===== src/rtl/ex_mem_pkg.sv =====
// ex_mem_pkg: shared widths, control constants and stall decoding for the EX/MEM register
package ex_mem_pkg;
  localparam int RegBus       = 32;
  localparam int RegAddrBus   = 5;
  localparam int DoubleRegBus = 64;
  localparam int StallBus     = 6;
  localparam int STALL_EX     = 3;
  localparam int STALL_MEM    = 4;
  localparam logic RstEnable    = 1'b0;
  localparam logic WriteEnable  = 1'b1;
  localparam logic WriteDisable = 1'b0;
  localparam logic Stop         = 1'b1;
  localparam logic NoStop       = 1'b0;
  localparam logic [RegBus-1:0]     ZeroWord   = '0;
  localparam logic [RegAddrBus-1:0] NOPRegAddr = '0;
  typedef enum logic [1:0] {
    ACT_ADVANCE,
    ACT_BUBBLE,
    ACT_HOLD,
    ACT_FLUSH
  } act_e;
  // EX stalled with MEM running inserts a bubble; both stalled holds; EX-running-MEM-stalled advances.
  function automatic act_e stall_act(input logic flush, input logic stall_ex, input logic stall_mem);
    return flush ? ACT_FLUSH :
           (stall_ex == Stop && stall_mem == NoStop) ? ACT_BUBBLE :
           (stall_ex == Stop) ? ACT_HOLD : ACT_ADVANCE;
  endfunction
endpackage


===== src/rtl/ex_mem.sv =====
// ex_mem: EX/MEM pipeline register with stall/flush and madd/msub partial carry (EX_MEM_BUBBLE_CNT_EN adds a bubble counter)
module ex_mem
  import ex_mem_pkg::*;
(
  input  logic                    clk,
  input  logic                    rst,
  input  logic [StallBus-1:0]     stall,
  input  logic                    flush,
  input  logic [RegAddrBus-1:0]   ex_waddr_reg,
  input  logic                    ex_we_reg,
  input  logic [RegBus-1:0]       ex_wdata,
  input  logic [RegBus-1:0]       ex_hi,
  input  logic [RegBus-1:0]       ex_lo,
  input  logic                    ex_whilo,
  input  logic [DoubleRegBus-1:0] hilo_i,
  input  logic [1:0]              cnt_i,
  output logic [RegAddrBus-1:0]   waddr_reg_o,
  output logic                    we_reg_o,
  output logic [RegBus-1:0]       wdata_o,
  output logic [RegBus-1:0]       hi_o,
  output logic [RegBus-1:0]       lo_o,
  output logic                    whilo_o,
  output logic [DoubleRegBus-1:0] hilo_o,
  output logic [1:0]              cnt_o,
  output logic [RegBus-1:0]       bubble_cnt_o
);
  act_e act;
  logic unused_stall;
  assign unused_stall = ^{stall[5], stall[2:0]};
  // Decode the stall/flush controls into one action for this edge
  always_comb act = stall_act(flush, stall[STALL_EX], stall[STALL_MEM]);
  // Write-back fields and the madd/msub partial; reset and flush both drop to NOP
  always_ff @(posedge clk) begin
    if (rst == RstEnable || act == ACT_FLUSH) begin
      waddr_reg_o <= NOPRegAddr;
      we_reg_o    <= WriteDisable;
      wdata_o     <= ZeroWord;
      hi_o        <= ZeroWord;
      lo_o        <= ZeroWord;
      whilo_o     <= WriteDisable;
      hilo_o      <= '0;
      cnt_o       <= '0;
    end else if (act == ACT_BUBBLE) begin
      waddr_reg_o <= NOPRegAddr;
      we_reg_o    <= WriteDisable;
      wdata_o     <= ZeroWord;
      hi_o        <= ZeroWord;
      lo_o        <= ZeroWord;
      whilo_o     <= WriteDisable;
      hilo_o      <= hilo_i;
      cnt_o       <= cnt_i;
    end else if (act == ACT_ADVANCE) begin
      waddr_reg_o <= ex_waddr_reg;
      we_reg_o    <= ex_we_reg;
      wdata_o     <= ex_wdata;
      hi_o        <= ex_hi;
      lo_o        <= ex_lo;
      whilo_o     <= ex_whilo;
      hilo_o      <= '0;
      cnt_o       <= '0;
    end
  end
`ifdef EX_MEM_BUBBLE_CNT_EN
  logic [RegBus-1:0] bubble_cnt_q;
  // Count edges that insert a bubble; only reset clears it, wraps naturally
  always_ff @(posedge clk) begin
    if (rst == RstEnable) bubble_cnt_q <= ZeroWord;
    else if (act == ACT_BUBBLE) bubble_cnt_q <= bubble_cnt_q + 1'b1;
  end
  assign bubble_cnt_o = bubble_cnt_q;
`else
  assign bubble_cnt_o = ZeroWord;
`endif
endmodule

===== config.mk =====
export PLATFORM = sky130hd
export DESIGN_NAME = ex_mem
export DESIGN_NICKNAME = d
export VERILOG_FILES = /design/src/rtl/ex_mem_pkg.sv /design/src/rtl/ex_mem.sv
export SDC_FILE = /design/constraint.sdc
export NUM_CORES = 1
export LEC_CHECK = 0
export BUFFER_PORTS_ARGS = -buffer_cell sky130_fd_sc_hd__buf_4
export CORE_AREA = 2 2 145 147
export DETAILED_ROUTE_END_ITERATION = 12
export DIE_AREA = 0 0 147 149
export GPL_TIMING_DRIVEN = 0
export HOLD_SLACK_MARGIN = 0.08
export PLACE_DENSITY = 0.6
export SLEW_MARGIN = 20
export SYNTH_ARGS = -nofsm -noshare
export SYNTH_HDL_FRONTEND = slang
export SYNTH_SLANG_ARGS = --single-unit
export TNS_END_PERCENT = 100

===== constraint.sdc =====
create_clock -name clk -period 1.1 [get_ports clk]
set_input_delay 0.22 -clock clk [delete_from_list [all_inputs] [get_ports clk]]
set_output_delay 0.22 -clock clk [all_outputs]
set_load 0.05 [all_outputs]

==> out/metrics.csv, run 1 <==
metric,value,unit
rrSetupSlack,0.25,ns
die_area,21900,um^2
cts_tree,done,
violations,setup timing,
setup_tns,-5.39,ns
drv_slew,0,
synthTopCellsByArea,"dfxtp_1, mux2i_1, nand2b_1",
critPathMaxFanout,2,
port_buffers,340,
post-route-period-util,106,%
path_cells,buf_8,
wl_per_cell,16.1,um
rsz0062_at_grt,yes,
yosysWarnings,0,
core,20600,um^2
p_leak,0.00597,uW
grt_pass1_vias,7202,
wl,25400,um
synth_top_area_share,51.3,%
cts_sinks,169,
hold_path_class,in -> reg,
dp_slack,-0.270,ns
slowest_delay,0.37,ns
fin_skew,0,ns
outcome,"finished, violations left",
place.gp.congestion,0.795,
powerDensity,1160,nW/um^2
cp.buffers_inverters,1,
worst-endpoint-arrival,0.94,ns
slowest_stage,dfxtp_2,
hp-start,ex_lo[31],
dr.pass1.iters,4,
place_area,9610,um^2
setup_slack,-0.0646,ns
synth_top_cell_by_area,dfxtp_1,
vias_per_cell,4.47,
fin_cells,1582,
finalSetupViolations,169,
syn_area,6600,um^2
grt_max_degree,17,
drt_iter0_markers,218,
syn2layout_area_growth,105,%
r2r-start,hi_o[14],
cts_buffers,17,
cap_violations,0,
tightest_slew,0.518,ns
antenna_found_initial,1,
clockBufferDepth,2,
grt_usage,22.2,%
period_minus_slack,1.16,ns
cp.required,0.88,ns
drc,0,
crit_type,reg -> out,
timing.fmax,0.859,GHz
ys_ff_latch,169,
gr-total-overflow,0,
postLayoutCoreUtil,65.8,%
dp_hpwl,16700,um
cts_root_buf,clkbuf_16,
hold_viol,0,
fp-row-count,53,
worst_hold_path.num_cells,3,
clkSlewWorstSetupHoldPaths,0.07,ns
ios,379,
relSlewSlack,65.5,%
critPathLaunchType,register,
r2r_end,hi_o[14],
via_count,7071,
ant_nets,0,
start_util,32.1,%
dp_cells,1351,
end_kind,primary output,
avgSynthCellArea,9.36,um^2
grt_first_pass_wirelength,38300,um
ir_drop,0.951,mV
final_nets,1472,
syn_inst,705,
h-tree-depth,4,
reg2reg_depth,4,
final_area,13500,um^2
yosysUniqueCellTypes,12,
cp_top_family,flip-flops,
ys_seq_area_share,51.3,%
clkLatencyLatePin,0.42,ns
die_h,149,um
fp.dieW,147,um
min_to,lo_o[31],
drive_above_1_share,50.0,%
-- metrics by stage --
stage,power [uW],hold slack (ns)
final,15700,0.118
after global routing,16400,0.106
after CTS,15800,0.0939
after detailed placement,8960,0.457
after global placement,8950,0.448
after floorplan,8010,0.364
-- kinds of logic (layout without fill, tap and decap cells) --
kind of cell / Yosys count / after routing / share of synthesized area (%)
AO/OA/AOI/OAI: 103 / 103 / 7.81
flip-flops: 169 / 169 / 51.3
AND/OR/NAND/NOR: 274 / 274 / 21.6
other: 1 / 33 / 0.0568
multiplexers: 66 / 66 / 10.0
buffers and inverters: 92 / 662 / 9.27
-- final cells by class --
type	instances	area [um^2]
plain buffers	92	612
clock inverters	12	141
flip-flops and latches	169	3590
diodes	1	2.50
repair buffers	539	5660
clock buffers	19	443
fillers	1551	7040
multi-input cells	475	2720
well taps	275	344
-- state kept, by name (all words and copies together), names as in the netlist --
signal,count
wdata_o,32
whilo_o,1
hilo_o,64
hi_o,32
cnt_o,2
we_reg_o,1
lo_o,32
waddr_reg_o,5
-- power by group --
part	internal, uW	switching [uW]
registers	6300	135
clock network	3440	2620
logic	1610	1620
total	11400	4380
-- worst max-delay path by stage --
stage	slack [ns]	depth (start not counted)	from	to
after global placement	-0.25	5	rst	hi_o[19]
after detailed placement	-0.27	5	rst	hi_o[19]
final	-0.06	1	hilo_o[40]	hilo_o[40]
after global routing	-0.1	1	hilo_o[40]	hilo_o[40]
after floorplan	0.15	4	stall[4]	hilo_o[26]
after CTS	-0.08	1	hi_o[29]	hi_o[29]
-- layer usage --
layer	track usage, %	wire length, um	up-vias
li1	-	-	3476
met1	24.5	9860	3277
met2	40.7	13100	281
met3	6.33	1750	37
met4	8.41	703	0
met5	0	0	-
-- repair_timing --
item | in CTS | in global routing
hold buffers | 166 | 0
endpoints found under the hold margin | 166 | 0
resized for setup | 463 | 25
setup buffers | 10 | 23
setup endpoints to repair | 169 | 169
-- cells in the final DEF, fill, tap and decap left out, types with 3 or more instances in the layout --
cell           instances
dlygate4sd3_1        166
buf_2                 24
buf_8                148
clkbuf_16             17
nor2_1                66
buf_6                 27
nand2b_1             104
conb_1                32
inv_6                  3
dfxtp_2              169
clkinvlp_4             3
mux2i_1               66
buf_4                253
clkbuf_1              13
nand3_1              103
a21oi_1              103
-- Yosys cell counts --
cell type  number
nand3b_2        1
dfxtp_1       169
buf_2          24
buf_6           7
buf_4          49
nand3_1       103
nor2_1         66
clkbuf_1       12
nand2b_1      104
mux2i_1        66
a21oi_1       103
conb_1          1
Note: power is estimated with default switching activity, not from simulation.
==> inputs of run 2 (changes only) <==
CELL_PAD_IN_SITES_DETAIL_PLACEMENT = 0   (was default)
CELL_PAD_IN_SITES_GLOBAL_PLACEMENT = 1   (was default)
CORE_AREA = default   (was 2 2 145 147)
CORE_ASPECT_RATIO = 1.4   (was default)
CORE_MARGIN = 1.5   (was default)
CORE_UTILIZATION = 31   (was default)
DIE_AREA = default   (was 0 0 147 149)
PLACE_DENSITY = 0.78   (was 0.6)
==> run 2 against run 1 <==
- cell area is essentially flat
- critical endpoint is now hilo_o[47]
- total power rose by 0.43%
- sequential share of layout area rose by 0.070 points
- the flow still finishes with violations (setup timing)
- first-iteration DRC count rose by 13%
==> out/metrics.csv, run 2 (synthesized netlist as in run 1, its figures left out) <==
metric,value,unit
tightest_slew,0.530,ns
hold_path_class,in -> reg,
post-route-period-util,106,%
cp.buffers_inverters,1,
ant_nets,0,
worst-endpoint-arrival,0.95,ns
grt_usage,21.5,%
dp_cells,1336,
hold_viol,0,
fill_cells,1595,
powerDensity,1170,nW/um^2
final_common_cell,buf_4,
vias_per_cell,4.55,
finalSetupViolations,169,
clkPwrFrac,38.9,%
crit_type,reg -> out,
place.gp.congestion,0.783,
critPathLaunchType,register,
cp.required,0.88,ns
grt_pass1_vias,7239,
wl,25300,um
grt_max_degree,17,
die_h,176,um
p_sw_share,28.3,%
drc,0,
layout_common_cells,"buf_4, dlygate4sd3_1, dfxtp_2, buf_8, nand2b_1",
period_minus_slack,1.17,ns
h-tree-depth,4,
rsz0062_at_grt,yes,
syn2layout_area_growth,105,%
outcome,"finished, violations left",
wl_per_cell,16.2,um
die_area,22200,um^2
postLayoutCoreUtil,64.3,%
largest_reg_flops,64,
start_util,31.4,%
fp.dieW,126,um
antenna_found_initial,0,
drt_iter0_markers,246,
switching_power,4470,uW
via_count,7124,
grt_first_pass_wirelength,37400,um
path_cells,buf_8,
port_buffers,340,
top_register,hilo_o,
dp_hpwl,16300,um
clkLatencyLatePin,0.42,ns
fin_cells,1566,
setup_tns,-5.93,ns
timing.fmax,0.856,GHz
cts_buffers,17,
dr.pass1.iters,4,
gr-total-overflow,0,
cp_top_family,flip-flops,
drive_above_1_share,49.7,%
fp-row-count,63,
slowest_stage,dfxtp_2,
timing.hold.ws,0.262,ns
drv_slew,0,
combPwrFrac,20.5,%
internal_power,11300,uW
slowest_delay,0.37,ns
critPathMaxFanout,2,
cts_sinks,169,
cts_tree,done,
clkSlewWorstSetupHoldPaths,0.07,ns
end_kind,primary output,
ir_drop,0.942,mV
setup_slack,-0.0676,ns
final_nets,1470,
seq_power_share,40.7,%
clockBufferDepth,2,
cap_violations,0,
violations,setup timing,
core,21000,um^2
p_leak,0.00597,uW
fin_skew,0,ns
relSlewSlack,64.7,%
cts_root_buf,clkbuf_16,
ios,379,
run 2: cell types whose count changed in the layout (fill, tap and decap cells not counted), sizes merged:
| cell | previous run | this run |
|---|---|---|
| buf | 453 | 448 |
| clkinv | 2 | 4 |
| clkinvlp | 3 | 1 |
| dlygate4sd3 | 166 | 169 |
| inv | 5 | 6 |
run 2: final cells by class:
cell class / count / area [um^2] / area share [%]
diodes: 1 / 2.50 / 0.0185
plain buffers: 92 / 612 / 4.52
clock buffers: 19 / 433 / 3.20
clock inverters: 13 / 159 / 1.17
multi-input cells: 475 / 2720 / 20.1
flip-flops and latches: 169 / 3610 / 26.7
well taps: 260 / 325 / 2.40
repair buffers: 537 / 5670 / 41.9
run 2: what timing repair did:
item | CTS | global route
pin swaps | 0 | 0
endpoints found under the setup margin | 169 | 169
hold endpoints to repair | 169 | 0
buffers inserted | 5 | 23
hold buffers | 169 | 0
gates resized for setup | 458 | 40
run 2: metrics by stage:
step / worst slack, ns / total power, uW / instance area, um^2
after floorplan: 0.146 / 8010 / 6720
after global placement: -0.224 / 8940 / 9590
after detailed placement: -0.233 / 8960 / 9590
after CTS: -0.0867 / 15900 / 13200
after global routing: -0.103 / 16400 / 13500
final: -0.0676 / 15800 / 13500
run 2: power groups by stage:
stage	sequential [uW]	clock (uW)	combinational (uW)
5_1_grt	6440	6560	3390
4_1_cts	6430	6290	3150
6_report	6430	6140	3230
2_1_floorplan	7020	0	990
3_5_place_dp	6490	0	2460
3_3_place_gp	6490	0	2450
run 2: worst paths after layout:
check,startpoint,end,slack (ns),cells after the start
min,rst,cnt_o[0],0.26,4
max,hilo_o[47],hilo_o[47],-0.07,1
max reg2reg,wdata_o[27],wdata_o[27],0.27,4
min reg2reg,hi_o[29],hi_o[29],0.47,2
run 2: layer usage:
layer	track usage, %	share of wire, %	up-vias
li1	-	-	3475
met1	21.5	35	3316
met2	40.8	54	289
met3	6.49	7.2	44
met4	9.67	3.2	0
met5	0	0	-
